`src/rtl/game_pkg.sv`:
```
// Shared game-flow definitions: state encoding and small elaboration-time helpers.
package game_pkg;

    localparam int GS_W = 4;

    typedef enum logic [GS_W-1:0] {
        GS_IDLE     = 4'd0,
        GS_RELOAD   = 4'd1,
        GS_READY    = 4'd2,
        GS_PLAY     = 4'd3,
        GS_PAUSE    = 4'd4,
        GS_DYING    = 4'd5,
        GS_CLEAR    = 4'd6,
        GS_GAMEOVER = 4'd7
    } game_state_t;

    function automatic int max3(input int a, input int b, input int c);
        int m;
        m = (a > b) ? a : b;
        return (m > c) ? m : c;
    endfunction

endpackage

```
`src/rtl/phase_timer.sv`:
```
// Loadable down-counter with a zero flag; shared by the timed game phases.
module phase_timer #(
    parameter int WIDTH = 8
) (
    input  logic             i_clk,
    input  logic             i_rst,
    input  logic             i_load,
    input  logic [WIDTH-1:0] i_load_val,
    input  logic             i_dec,
    output logic             o_zero
);

    logic [WIDTH-1:0] count;

    // NOTE: non-blocking assignments for all clocked state so every register samples pre-edge values.
    always_ff @(posedge i_clk or posedge i_rst) begin
        if (i_rst) begin
            count <= '0;
        end else if (i_load) begin
            count <= i_load_val;
        end else if (i_dec && (count != '0)) begin
            count <= count - 1'b1;
        end
    end

    assign o_zero = (count == '0);

endmodule

```
`src/rtl/game_flow_ctrl.sv`:
```
// Top-level Pac-Man game sequencer: reload handshake, timed READY/DYING phases,
// play/pause, level clear and game over with lives/level bookkeeping.
module game_flow_ctrl
    import game_pkg::*;
#(
    parameter int NUM_RELOAD      = 2,
    parameter int LEVEL_W         = 8,
    parameter int LIVES_W         = 4,
    parameter int START_LIVES     = 3,
    parameter int MAX_LIVES       = 5,
    parameter int READY_CYCLES    = 120,
    parameter int DYING_CYCLES    = 90,
    parameter int GAMEOVER_CYCLES = 0
) (
    input  logic                  i_clk,
    input  logic                  i_rst,
    input  logic                  i_game_start,
    input  logic                  i_game_pause,
    input  logic [NUM_RELOAD-1:0] i_reload_done,
    input  logic                  i_pacman_eaten,
    input  logic                  i_dot_clear,
    input  logic                  i_extra_life,
    output logic [GS_W-1:0]       o_game_state,
    output logic [NUM_RELOAD-1:0] o_reload_req,
    output logic                  o_actor_reload,
    output logic [LEVEL_W-1:0]    o_level,
    output logic [LIVES_W-1:0]    o_lives
);

    localparam int TIMER_W = $clog2(max3(READY_CYCLES, DYING_CYCLES, GAMEOVER_CYCLES)) + 1;
    localparam bit GO_AUTO = (GAMEOVER_CYCLES > 0);

    localparam logic [TIMER_W-1:0] READY_LOAD    = TIMER_W'(READY_CYCLES - 1);
    localparam logic [TIMER_W-1:0] DYING_LOAD    = TIMER_W'(DYING_CYCLES - 1);
    localparam logic [TIMER_W-1:0] GAMEOVER_LOAD = GO_AUTO ? TIMER_W'(GAMEOVER_CYCLES - 1) : '0;

    localparam logic [LIVES_W-1:0] START_L   = LIVES_W'(START_LIVES);
    localparam logic [LIVES_W-1:0] MAX_L     = LIVES_W'(MAX_LIVES);
    localparam logic [LEVEL_W-1:0] LEVEL_ONE = LEVEL_W'(1);

    game_state_t           state;
    logic [NUM_RELOAD-1:0] mask;
    logic [NUM_RELOAD-1:0] mask_next;
    logic                  reload_complete;
    logic                  play_die;
    logic                  dying_expired;
    logic                  to_ready;
    logic                  to_gameover;
    logic                  timer_load;
    logic [TIMER_W-1:0]    timer_val;
    logic                  timer_dec;
    logic                  timer_zero;

    // Transition events shared by the FSM and the timer command logic.
    assign mask_next       = mask | i_reload_done;
    assign reload_complete = (state == GS_RELOAD) && (&mask_next);
    assign play_die        = (state == GS_PLAY) && !i_game_pause && i_pacman_eaten;
    assign dying_expired   = (state == GS_DYING) && timer_zero;
    assign to_gameover     = dying_expired && (o_lives == '0);
    assign to_ready        = reload_complete || (dying_expired && (o_lives != '0));

    // NOTE: defaults first so every path assigns the outputs and no latch is inferred.
    always_comb begin
        timer_load = 1'b0;
        timer_val  = '0;
        if (to_ready) begin
            timer_load = 1'b1;
            timer_val  = READY_LOAD;
        end else if (play_die) begin
            timer_load = 1'b1;
            timer_val  = DYING_LOAD;
        end else if (to_gameover && GO_AUTO) begin
            timer_load = 1'b1;
            timer_val  = GAMEOVER_LOAD;
        end
    end

    assign timer_dec = (state == GS_READY) || (state == GS_DYING) || (state == GS_GAMEOVER);

    phase_timer #(
        .WIDTH (TIMER_W)
    ) u_phase_timer (
        .i_clk      (i_clk),
        .i_rst      (i_rst),
        .i_load     (timer_load),
        .i_load_val (timer_val),
        .i_dec      (timer_dec),
        .o_zero     (timer_zero)
    );

    always_ff @(posedge i_clk or posedge i_rst) begin
        if (i_rst) begin
            state          <= GS_IDLE;
            mask           <= '0;
            o_reload_req   <= '0;
            o_actor_reload <= 1'b0;
            o_level        <= LEVEL_ONE;
            o_lives        <= START_L;
        end else begin
            o_actor_reload <= 1'b0;
            case (state)
                GS_IDLE: begin
                    if (i_game_start) begin
                        state        <= GS_RELOAD;
                        o_reload_req <= '1;
                        mask         <= '0;
                        o_level      <= LEVEL_ONE;
                        o_lives      <= START_L;
                    end
                end
                GS_RELOAD: begin
                    mask         <= mask_next;
                    o_reload_req <= o_reload_req & ~i_reload_done;
                    if (reload_complete) begin
                        state          <= GS_READY;
                        o_actor_reload <= 1'b1;
                    end
                end
                GS_READY: begin
                    if (timer_zero) state <= GS_PLAY;
                end
                GS_PLAY: begin
                    // Extra life is banked whichever way play exits this cycle.
                    if (i_extra_life && (o_lives < MAX_L)) o_lives <= o_lives + 1'b1;
                    if (i_game_pause)        state <= GS_PAUSE;
                    else if (i_pacman_eaten) state <= GS_DYING;
                    else if (i_dot_clear)    state <= GS_CLEAR;
                end
                GS_PAUSE: begin
                    if (i_game_pause) state <= GS_PLAY;
                end
                GS_DYING: begin
                    if (timer_zero) begin
                        if (o_lives == '0) begin
                            state <= GS_GAMEOVER;
                        end else begin
                            o_lives        <= o_lives - 1'b1;
                            state          <= GS_READY;
                            o_actor_reload <= 1'b1;
                        end
                    end
                end
                GS_CLEAR: begin
                    if (i_game_start) begin
                        if (o_level != '1) o_level <= o_level + 1'b1;
                        o_reload_req <= '1;
                        mask         <= '0;
                        state        <= GS_RELOAD;
                    end
                end
                GS_GAMEOVER: begin
                    if (i_game_start || (GO_AUTO && timer_zero)) state <= GS_IDLE;
                end
                default: state <= GS_IDLE;
            endcase
        end
    end

    assign o_game_state = state;

endmodule

```
`config.mk`:
```
export PLATFORM = sky130hd
export DESIGN_NAME = game_flow_ctrl
export DESIGN_NICKNAME = d
export VERILOG_FILES = /design/src/rtl/game_pkg.sv /design/src/rtl/phase_timer.sv /design/src/rtl/game_flow_ctrl.sv
export SDC_FILE = /design/constraint.sdc
export NUM_CORES = 1
export LEC_CHECK = 0
export ABC_CLOCK_PERIOD_IN_PS = 2500
export BUFFER_PORTS_ARGS = -buffer_cell sky130_fd_sc_hd__buf_2
export CAP_MARGIN = 20
export CORE_MARGIN = 3
export CORE_UTILIZATION = 40
export CTS_BUF_LIST = sky130_fd_sc_hd__clkbuf_4 sky130_fd_sc_hd__clkbuf_8
export DETAILED_ROUTE_END_ITERATION = 8
export HOLD_SLACK_MARGIN = 0.06
export RECOVER_POWER = 25
export SYNTH_ARGS = -nofsm -noshare
export SYNTH_HDL_FRONTEND = slang
export SYNTH_SLANG_ARGS = --single-unit
export TNS_END_PERCENT = 100
```
`constraint.sdc`:
```
create_clock -name i_clk -period 2.5 [get_ports i_clk]
set_input_delay 0 -clock i_clk [delete_from_list [all_inputs] [get_ports i_clk]]
set_output_delay 0 -clock i_clk [all_outputs]
set_load 0.02 [all_outputs]
```
## Word level (Yosys, flattened, before mapping)

Index checks and enable logic that the tools add are counted.

| storage, ports and cells | value |
|---|---|
| output and inout port bits | 19 |
| word-level logic and storage cells | 95 |
| bits in registers | 29 |
| input port bits | 9 |

| cells by class | value |
|---|---|
| add/subtract/negate cells | 4 |
| order comparisons | 1 |
| muxes and demuxes | 34 |
| bitwise gates (word level) | 3 |
| eq/ne operators | 20 |
| reductions and logical operators | 26 |

Operators by type and width:

| cell | count |
|---|---|
| 2-to-1 mux 4 bit | 13 |
| 2-to-1 mux 8 bit | 5 |
| one-hot mux 4 bit (7 select lines) | 1 |
| != test 2 bit, second input constant | 9 |
| equality test 4 x 3 -> 1 bit, second input constant | 4 |
| one-hot mux 8 bit (2 select lines) | 1 |
| 2-to-1 mux 7 bit | 2 |
| one-hot mux 4 bit (3 select lines) | 1 |
| adder 8 x 1 -> 8 bit, second input constant | 1 |
| equality test 4 x 2 -> 1 bit, second input constant | 2 |
| zero test 4 bit | 2 |
| zero test 8 bit | 1 |
| != test 8 bit, second input constant | 1 |
| one-hot mux 2 bit (2 select lines) | 2 |
| nonzero test 8 bit | 1 |
| subtractor 8 x 1 -> 8 bit, second input constant | 1 |
| logical AND 1 bit | 7 |
| AND reduction 7 bit | 1 |
| nonzero test 2 bit | 3 |
| 2-to-1 mux 1 bit | 5 |
| AND reduction 5 bit | 1 |
| adder 4 x 1 -> 4 bit, second input constant | 1 |
| equality test 4 x 1 -> 1 bit, second input constant | 1 |
| < comparator 4 x 3 -> 1 bit, second input constant | 1 |
| 16 further kinds | 21 |

## Longest topological paths before layout

Gate-level depths: netlist of the first run.

| logic depth | value |
|---|---|
| depth in word-level cells | 6 |
| depth in mapped cells | 10 |
| gate-level depth less buffers | 9 |

## Cells and area by module

A second synthesis of the first run with hierarchy kept.

| unflattened totals | value |
|---|---|
| cell total of the unflattened synthesis | 195 |
| area total of the unflattened synthesis | 1856.8 µm² |

Modules (own cells, without submodules):

| module | cells an instance | instances | area an instance (µm²) |
|---|---|---|---|
| game_flow_ctrl | 142 | 1 | 1361.3 |
| phase_timer | 53 | 1 | 495.5 |

## Least setup slack after synthesis of the first run

Ideal clock, no wire load.

| timing path | value |
|---|---|
| path kind | flip-flop to flip-flop |
| start point | register state[0], in the netlist o_game_state[0] |
| end point | register o_lives[3] |
| cell stages (with the launch flop) | 11 |
| library setup time | 0.121 ns |
| arrival | 1.861 ns |
| slack | 0.518 ns |
| required time | 2.379 ns |
| path through | dfrtp_1 > buf_4 > and2b_4 > nand2_2 > inv_1 > ha_1 > a21o_1 > a21oi_1 > xnor2_1 > nand3b_1 > o21ai_1 |

| between the ends | value |
|---|---|
| longest elaborated chain between the ends | 3 |

Ends and longest elaborated chain:

| what | line | source |
|---|---|---|
| start, declared | game_flow_ctrl.sv:41 | `game_state_t state;` |
| start signal, assigned | game_flow_ctrl.sv:93 | `state <= GS_IDLE;` |
| start signal, assigned | game_flow_ctrl.sv:104 | `state <= GS_RELOAD;` |
| start signal, assigned | game_flow_ctrl.sv:115 | `state <= GS_READY;` |
| equality test 4 x 3 -> 1 bit, or another cell as far along | game_flow_ctrl.sv:101 | `case (state)` |
| != test 2 bit (no line), or another cell as far along | n/a |  |
| AND reduction 5 bit (no line) | n/a |  |
| end signal, assigned | game_flow_ctrl.sv:124 | `if (i_extra_life && (o_lives < MAX_L)) o_lives <= o_lives + 1'b1;` |
| end signal, assigned | game_flow_ctrl.sv:137 | `o_lives <= o_lives - 1'b1;` |
| end, declared | game_flow_ctrl.sv:27 | `output logic [LIVES_W-1:0] o_lives` |

Parallel ways exist; a longest one is shown, timed or not.
A chain may end at the register's enable or synchronous reset.

## Worst setup path after layout of the first run

| timing path | value |
|---|---|
| start point | register o_level[0] |
| end point | register o_level[1] |

| between the ends | value |
|---|---|
| longest elaborated chain between the ends | 4 |

Ends and longest elaborated chain:

| what | line | source |
|---|---|---|
| start, declared | game_flow_ctrl.sv:26 | `output logic [LEVEL_W-1:0] o_level,` |
| start signal, assigned | game_flow_ctrl.sv:145 | `if (o_level != '1) o_level <= o_level + 1'b1;` |
| adder 8 x 1 -> 8 bit | game_flow_ctrl.sv:145 |  |
| 2-to-1 mux 8 bit | game_flow_ctrl.sv:145 |  |
| 2-to-1 mux 8 bit | game_flow_ctrl.sv:144 | `if (i_game_start) begin` |
| one-hot mux 8 bit (2 select lines) | game_flow_ctrl.sv:101 |  |

Parallel ways exist; a longest one is shown, timed or not. The select of a mux whose other input is x is not followed.

==> flow_summary_export.csv, run 1 <==
group,metric,value,unit
critical_path,arrival,2.20,ns
sta,timing.fmax,0.495,GHz
clocking,cts_buffers,3,
routing,drt_iter0_drc,91,
global_route,met1_usage,24.9,%
sta,maxSlewViolCount,0,
global_route,grt_pass1_vias,1467,
hold_path,hp-class,"input port to flop",
logic_synthesis,ys_seq_area_share,38.5,%
layout,drive_gt1_share,26.0,%
power_and_ir_drop,clkPwrFrac,14.7,%
power_and_ir_drop,power.internal,1390,uW
critical_path,reg2reg_from,"o_level[0]$_DFFE_PP1P_",
sta,tns,0,ns
place,port_buffers,26,
sta,setup_viol,0,
place,place_hpwl,3160,um
sta,relSlewSlack,37.4,%
routing,drt-total-wl,4140,um
sta,hold_viol_final,0,
floorplan,top_level_ports,28,
clocking,cts.sinks,28,
layout,final_cells,265,
routing,dr.pass1.iters,4,
floorplan,row_count,23,
floorplan,start_util,43.5,%
power_and_ir_drop,comb_power_share,52.6,%
logic_synthesis,synth-edff-count,0,
floorplan,die_area,5420,um^2
power_and_ir_drop,ir_worst_vdd,0.000528,V
place,placed_cells,259,
layout,antenna_cells,0,
place,place_area,2010,um^2
layout,fillers,411,
critical_path,cp-start-kind,"flop",
critical_path,path_class,"flop to flop",
place,globalplace.congestion,0.804,
sta,worst_slew_pin_slew,0.938,ns
critical_path,r2r_end,"o_level[1]$_DFFE_PP0P_",
logic_synthesis,synth.avg_cell_area,9.83,um^2
layout,nets,231,
global_route,grt_pass1_wl,7080,um
run,drv_cap,0,
logic_synthesis,synth_seq_cells,28,
power_and_ir_drop,p_leak,0.000967,uW
floorplan,die_y,73.6,um
sta,fin_crit_sh,80.8,%
global_route,use_met3,3.42,%
critical_path,r2r_setup_slack,0.48,ns
clocking,cts_setup_buffers,0,
logic_synthesis,synthArstFlopShare,100,%
routing,drc_errors,0,
logic_synthesis,synth.distinct_cells,68,
routing,ant_nets,0,
power_and_ir_drop,switchingPower,1080,uW
logic_synthesis,syn_area,1830,um^2
power_and_ir_drop,p_seq_share,32.6,%
sta,rsz0062_at_grt,"no",
global_route,grt_use_met2,24.7,%
layout,design_area,2090,um^2
global_route,grt_max_degree,28,
global_route,grt.overflow.total,0,
routing,routed_via_density,5.64,
critical_path,r2r_cells,6,
logic_synthesis,syn_inst,186,
floorplan,design.core.area,4200,um^2
critical_path,cp-endpoint,"o_level[1]$_DFFE_PP0P_",
global_route,grt.total_usage,16.5,%
run_status,status,"complete, no violations",
clocking,cts_max_level,1,
layout,synthToLayoutAreaGrowth,14.3,%
clocking,clk_path_buf_depth,2,
critical_path,startpoint,"o_level[0]$_DFFE_PP1P_",
layout,multi_input_area,1040,um^2
routing,wl_per_cell,15.6,um
logic_synthesis,ys_warn_count,0,
global_route,top_usage_layer,"met1",
clocking,root_buffer,"clkbuf_8",
logic_synthesis,synth_ff_type,"dfrtp_1",
routing,num_vias,1495,
critical_path,worstPathRequired,2.68,ns
power_and_ir_drop,powerDensity,1180,nW/um^2
global_route,antenna_found_initial,0,
power_and_ir_drop,switching_share,43.7,%
clocking,cts_tree,"yes",
logic_synthesis,syn-num-nets,201,
critical_path,cp-end-kind,"flop",
floorplan,fp.dieW,73.6,um
critical_path,cp_max_fo,6,
sta,finClkSkew,0.00279,ns
clocking,cts.reportedPaths.clkPinSlew,0.10,ns
layout,register_area,704,um^2
clocking,worstSkewPairLatency,0.28,ns
sta,min_period,2.02,ns
## per-layer routing
metal / wire length (um) / vias to the layer above
met4: 0 / 0
met3: 190 / 0
met1: 2070 / 722
met5: 0 / -
met2: 1880 / 33
li1: - / 740
## cells by family (layout without fill, tap and decap cells)
| kind of cell | count (synthesis) | after routing | synth area share (%) |
|---|---|---|---|
| compound gates | 44 | 44 | 18.7 |
| xor+xnor | 8 | 8 | 3.83 |
| fa+ha+maj | 6 | 6 | 4.51 |
| buf+inv | 18 | 47 | 4.79 |
| flops | 28 | 28 | 38.5 |
| mux | 5 | 5 | 2.87 |
| other cells | 1 | 1 | 0.205 |
| simple gates | 76 | 76 | 26.6 |
## cell type report
cell class | instances | area share, %
Multi-Input combinational cell | 140 | 49.6
Inverter | 11 | 1.97
Sequential cell | 28 | 33.7
Tap cell | 50 | 2.99
Timing Repair Buffer | 32 | 8.32
Clock buffer | 3 | 1.97
Clock inverter | 1 | 1.44
## Yosys cell counts, drive strengths merged, types with 4 or more instances
cell type / count / area [um^2]
o21ai: 7 / 35.0
ha: 5 / 62.6
xnor2: 7 / 61.3
a21oi: 6 / 30.0
nand4: 4 / 25.0
nand3: 7 / 47.6
dfrtp: 25 / 626
buf: 5 / 38.8
nor3b: 7 / 57.6
nor3: 4 / 25.0
inv: 11 / 41.3
nor2: 12 / 47.6
nor2b: 7 / 43.8
nand2: 15 / 66.3
## how the worst min path moves through the flow
stage,startpoint,endpoint,slack (ns),depth (start not counted)
finish,i_game_pause,o_game_state[2]$_DFFE_PP0P_,0.07,3
CTS,i_game_pause,o_game_state[2]$_DFFE_PP0P_,0.06,3
detailed placement,i_rst,u_phase_timer.count[5]$_DFFE_PP0P_,0.32,2
global route,i_reload_done[0],mask[0]$_DFFE_PP0P_,0.09,3
floorplan,i_rst,mask[0]$_DFFE_PP0P_,0.06,1
global placement,i_rst,u_phase_timer.count[4]$_DFFE_PP0P_,0.29,2
## critical path: stages (launching register included)
cell	delay (ns)
dfstp_2	0.61
ha_1	0.22
and3_1	0.22
and3_1	0.19
nor2_1	0.05
o21ai_1	0.25
mux2_2	0.37
## flip-flops by register name (all words and copies together), names as in the netlist
| name | flops |
|---|---|
| u_phase_timer.count | 8 |
| o_level | 8 |
| o_actor_reload | 1 |
| o_lives | 4 |
| o_game_state | 3 |
| mask | 2 |
| o_reload_req | 2 |
## power by group through the flow
stage	sequential (uW)	clock (uW)	combinational [uW]
finish	807	364	1300
CTS	806	373	1300
floorplan	867	0	936
global route	834	390	1450
detailed placement	813	0	1290
global placement	800	0	1260
## per-stage QoR
stage | utilization, % | setup WS (ns) | power (uW) | hold WS (ns)
after global placement | 47.7 | 0.541 | 2060 | 0.293
after global routing | 49.8 | 0.353 | 2680 | 0.0892
after CTS | 49.7 | 0.479 | 2480 | 0.0620
final | 49.8 | 0.479 | 2470 | 0.0663
after floorplan | - | 0.518 | 1800 | 0.0632
after detailed placement | 47.7 | 0.495 | 2100 | 0.320
## what timing repair did
item                                   CTS  global route
hold buffers                             1             0
endpoints found under the hold margin   25             0
gates resized for setup                  0             0
## cell usage in the layout (no fill, tap or decap), types with 3 or more instances in the layout
| cell | n |
|---|---|
| buf_2 | 26 |
| dfrtp_1 | 25 |
| nand2_1 | 13 |
| nor2_1 | 11 |
| inv_1 | 10 |
| nor2b_1 | 7 |
| xnor2_1 | 7 |
| nor3b_1 | 6 |
| a21oi_1 | 6 |
| nand3_1 | 6 |
| ha_1 | 5 |
| o21ai_0 | 4 |
| nand4_1 | 4 |
| buf_4 | 4 |
| o21ai_1 | 3 |
| nand2b_1 | 3 |
| nor3_1 | 3 |
| and3_1 | 3 |
| o22a_1 | 3 |
| a211o_1 | 3 |
| mux2i_1 | 3 |
| a22oi_1 | 3 |
| clkbuf_8 | 3 |
| dfstp_2 | 3 |
Note: power is estimated with default switching activity, not from simulation.
==> inputs of run 2 (changes only) <==
Settings changed: ABC_CLOCK_PERIOD_IN_PS 2500 to 1700.
Clock period 2.5 ns to 1.7 ns, I/O delays scaled along.
==> run 2 against run 1 <==
The flow now finishes with violations (negative setup slack). Combinational power rose by 120%. Maximum frequency rose by 16%. Cell count rose by 17%. Sequential cell count did not move. Non-clock buffer count rose by 44. Via count rose by 18%. Highest routed layer is now met4. Clock power rose by 22%. Die area did not move. Register-to-register slack got worse by 0.52 ns. Sequential share of layout area fell by 6.4 points. Routed wire length rose by 20%. Clock-buffer cell count rose by 1.
==> flow_summary_export.csv, run 2 (synthesized netlist as in run 1, its figures left out) <==
group,metric,value,unit
run_status,status,"finished with violations",
run_status,violations,"negative setup slack",
power_and_ir_drop,switchingPower,1890,uW
place,placed_cells,298,
sta,rsz0062_at_grt,"yes",
sta,min_period,1.74,ns
layout,final_cells,309,
layout,layout_common_cells,"buf_4 (45), buf_2 (26), dfrtp_1 (21), nand2_1 (13)",
global_route,antenna_found_initial,0,
sta,worst_slew_pin_slew,0.717,ns
routing,ant_nets,0,
power_and_ir_drop,powerDensity,1690,nW/um^2
floorplan,fp.dieW,73.6,um
layout,reg_top3,"o_level x8, u_phase_timer.count x8, o_lives x4",
clocking,cts.reportedPaths.clkPinSlew,0.11,ns
critical_path,reg2reg_from,"u_phase_timer.count[5]$_DFFE_PP0P_",
global_route,grt_pass1_wl,7970,um
clocking,root_buffer,"clkbuf_8",
sta,hold_viol_final,0,
layout,drive_gt1_share,49.8,%
layout,design_area,2590,um^2
critical_path,arrival,1.96,ns
routing,wl_per_cell,16.1,um
critical_path,startpoint,"u_phase_timer.count[5]$_DFFE_PP0P_",
global_route,grt.overflow.total,0,
routing,routed_via_density,5.69,
routing,drt-total-wl,4970,um
critical_path,cp-end-kind,"flop",
sta,timing.fmax,0.574,GHz
critical_path,cp_slowest_cell,"dfrtp_1",
power_and_ir_drop,p_leak,0.00120,uW
place,globalplace.congestion,0.885,
place,place_hpwl,3580,um
critical_path,cp-start-kind,"flop",
clocking,cts.sinks,28,
clocking,worstSkewPairLatency,0.28,ns
floorplan,die_y,73.6,um
critical_path,critPathMaxStageDelay,0.45,ns
global_route,grt_max_degree,29,
sta,fin_hold_ws,0.0652,ns
place,port_buffers,26,
routing,drt_iter0_drc,98,
routing,drc_errors,0,
critical_path,path_class,"flop to flop",
critical_path,r2r_setup_slack,-0.04,ns
critical_path,cp_max_fo,5,
power_and_ir_drop,power.internal,2500,uW
floorplan,row_count,23,
floorplan,top_level_ports,28,
floorplan,die_area,5420,um^2
hold_path,hold_start,"i_reload_done[1]",
sta,finClkSkew,0.00729,ns
place,dpl_worst_slack,-0.0483,ns
power_and_ir_drop,switching_share,43.0,%
global_route,grt.total_usage,18.7,%
power_and_ir_drop,comb_power_share,63.8,%
layout,synthToLayoutAreaGrowth,41.9,%
global_route,grt_pass1_vias,1770,
run,drv_cap,0,
clocking,clk_path_buf_depth,2,
clocking,cts_max_level,1,
layout,nets,275,
layout,antenna_cells,0,
critical_path,worstPathRequired,1.92,ns
power_and_ir_drop,ir_worst_vdd,0.000936,V
power_and_ir_drop,power,4390,uW
routing,num_vias,1758,
sta,setup_viol,5,
power_and_ir_drop,p_seq_share,26.1,%
sta,fin_crit_sh,103,%
sta,maxSlewViolCount,0,
floorplan,start_util,43.5,%
place,place_area,2340,um^2
sta,relSlewSlack,52.2,%
sta,fin_ws,-0.0428,ns
layout,final_common_cell,"buf_4",
critical_path,path_cells,"nor4_4 > buf_4 > and4_4 > o21bai_4 > a21oi_1 > o21ai_1",
clocking,cts_tree,"yes",
clocking,cts_buffers,3,
routing,dr.pass1.iters,4,
floorplan,design.core.area,4200,um^2
hold_path,hp-class,"input port to flop",
power_and_ir_drop,clkPwrFrac,10.1,%
==> run 2: layout make-up <==
cell class	count	area [um^2]
Timing Repair Buffer	76	517
Clock buffer	4	55.1
Multi-Input combinational cell	140	1210
Tap cell	50	62.6
Fill cell	372	1610
Inverter	11	43.8
Sequential cell	28	709
==> run 2: what timing repair did <==
item                       in CTS  in global routing
setup buffers                   4                  2
pin swaps                       8                 14
hold endpoints to repair       25                  0
setup endpoints to repair       9                 16
resized for setup              13                 18
hold buffers                    1                  0
==> run 2: worst max-delay path, delay by kind of cell (launching register included) <==
family,cells,cell delay [ns]
AOI/OAI and AO/OA,3,0.37
DFF,1,0.45
and+or+nand+nor,2,0.68
buffers and inverters,1,0.18
==> run 2: power groups by stage <==
stage / sequential [uW] / combinational [uW] / clock, uW
global placement: 1130 / 2410 / 0
CTS: 1150 / 2630 / 443
finish: 1150 / 2800 / 444
floorplan: 1300 / 1430 / 0
detailed placement: 1150 / 2490 / 0
global route: 1180 / 3030 / 466
==> run 2: worst paths after layout <==
| check | end | cells past startpoint |
|---|---|---|
| min | mask[1]$_DFFE_PP0P_ | 3 |
| max in group asynchronous | o_game_state[0]$_DFFE_PP0P_ | 4 |
| min reg2reg | o_reload_req[1]$_DFFE_PP0P_ | 1 |
| max | o_lives[3]$_DFFE_PP0P_ | 6 |
| min in group asynchronous | u_phase_timer.count[1]$_DFFE_PP0P_ | 4 |
| max reg2reg | o_lives[3]$_DFFE_PP0P_ | 6 |
==> run 2: through the flow <==
step                TNS [ns]  utilization [%]
global placement     -0.0300             55.7
detailed placement    -0.192             55.7
CTS                  -0.0660             59.6
floorplan             -0.325                -
global route          -0.735             61.8
finish                -0.119             61.8
==> run 2: per-layer routing <==
layer	GRT usage (%)	share of wire, %
met1	23.0	44
met4	5.03	1.1
met2	33.7	51
met3	2.87	4.3
met5	0	0
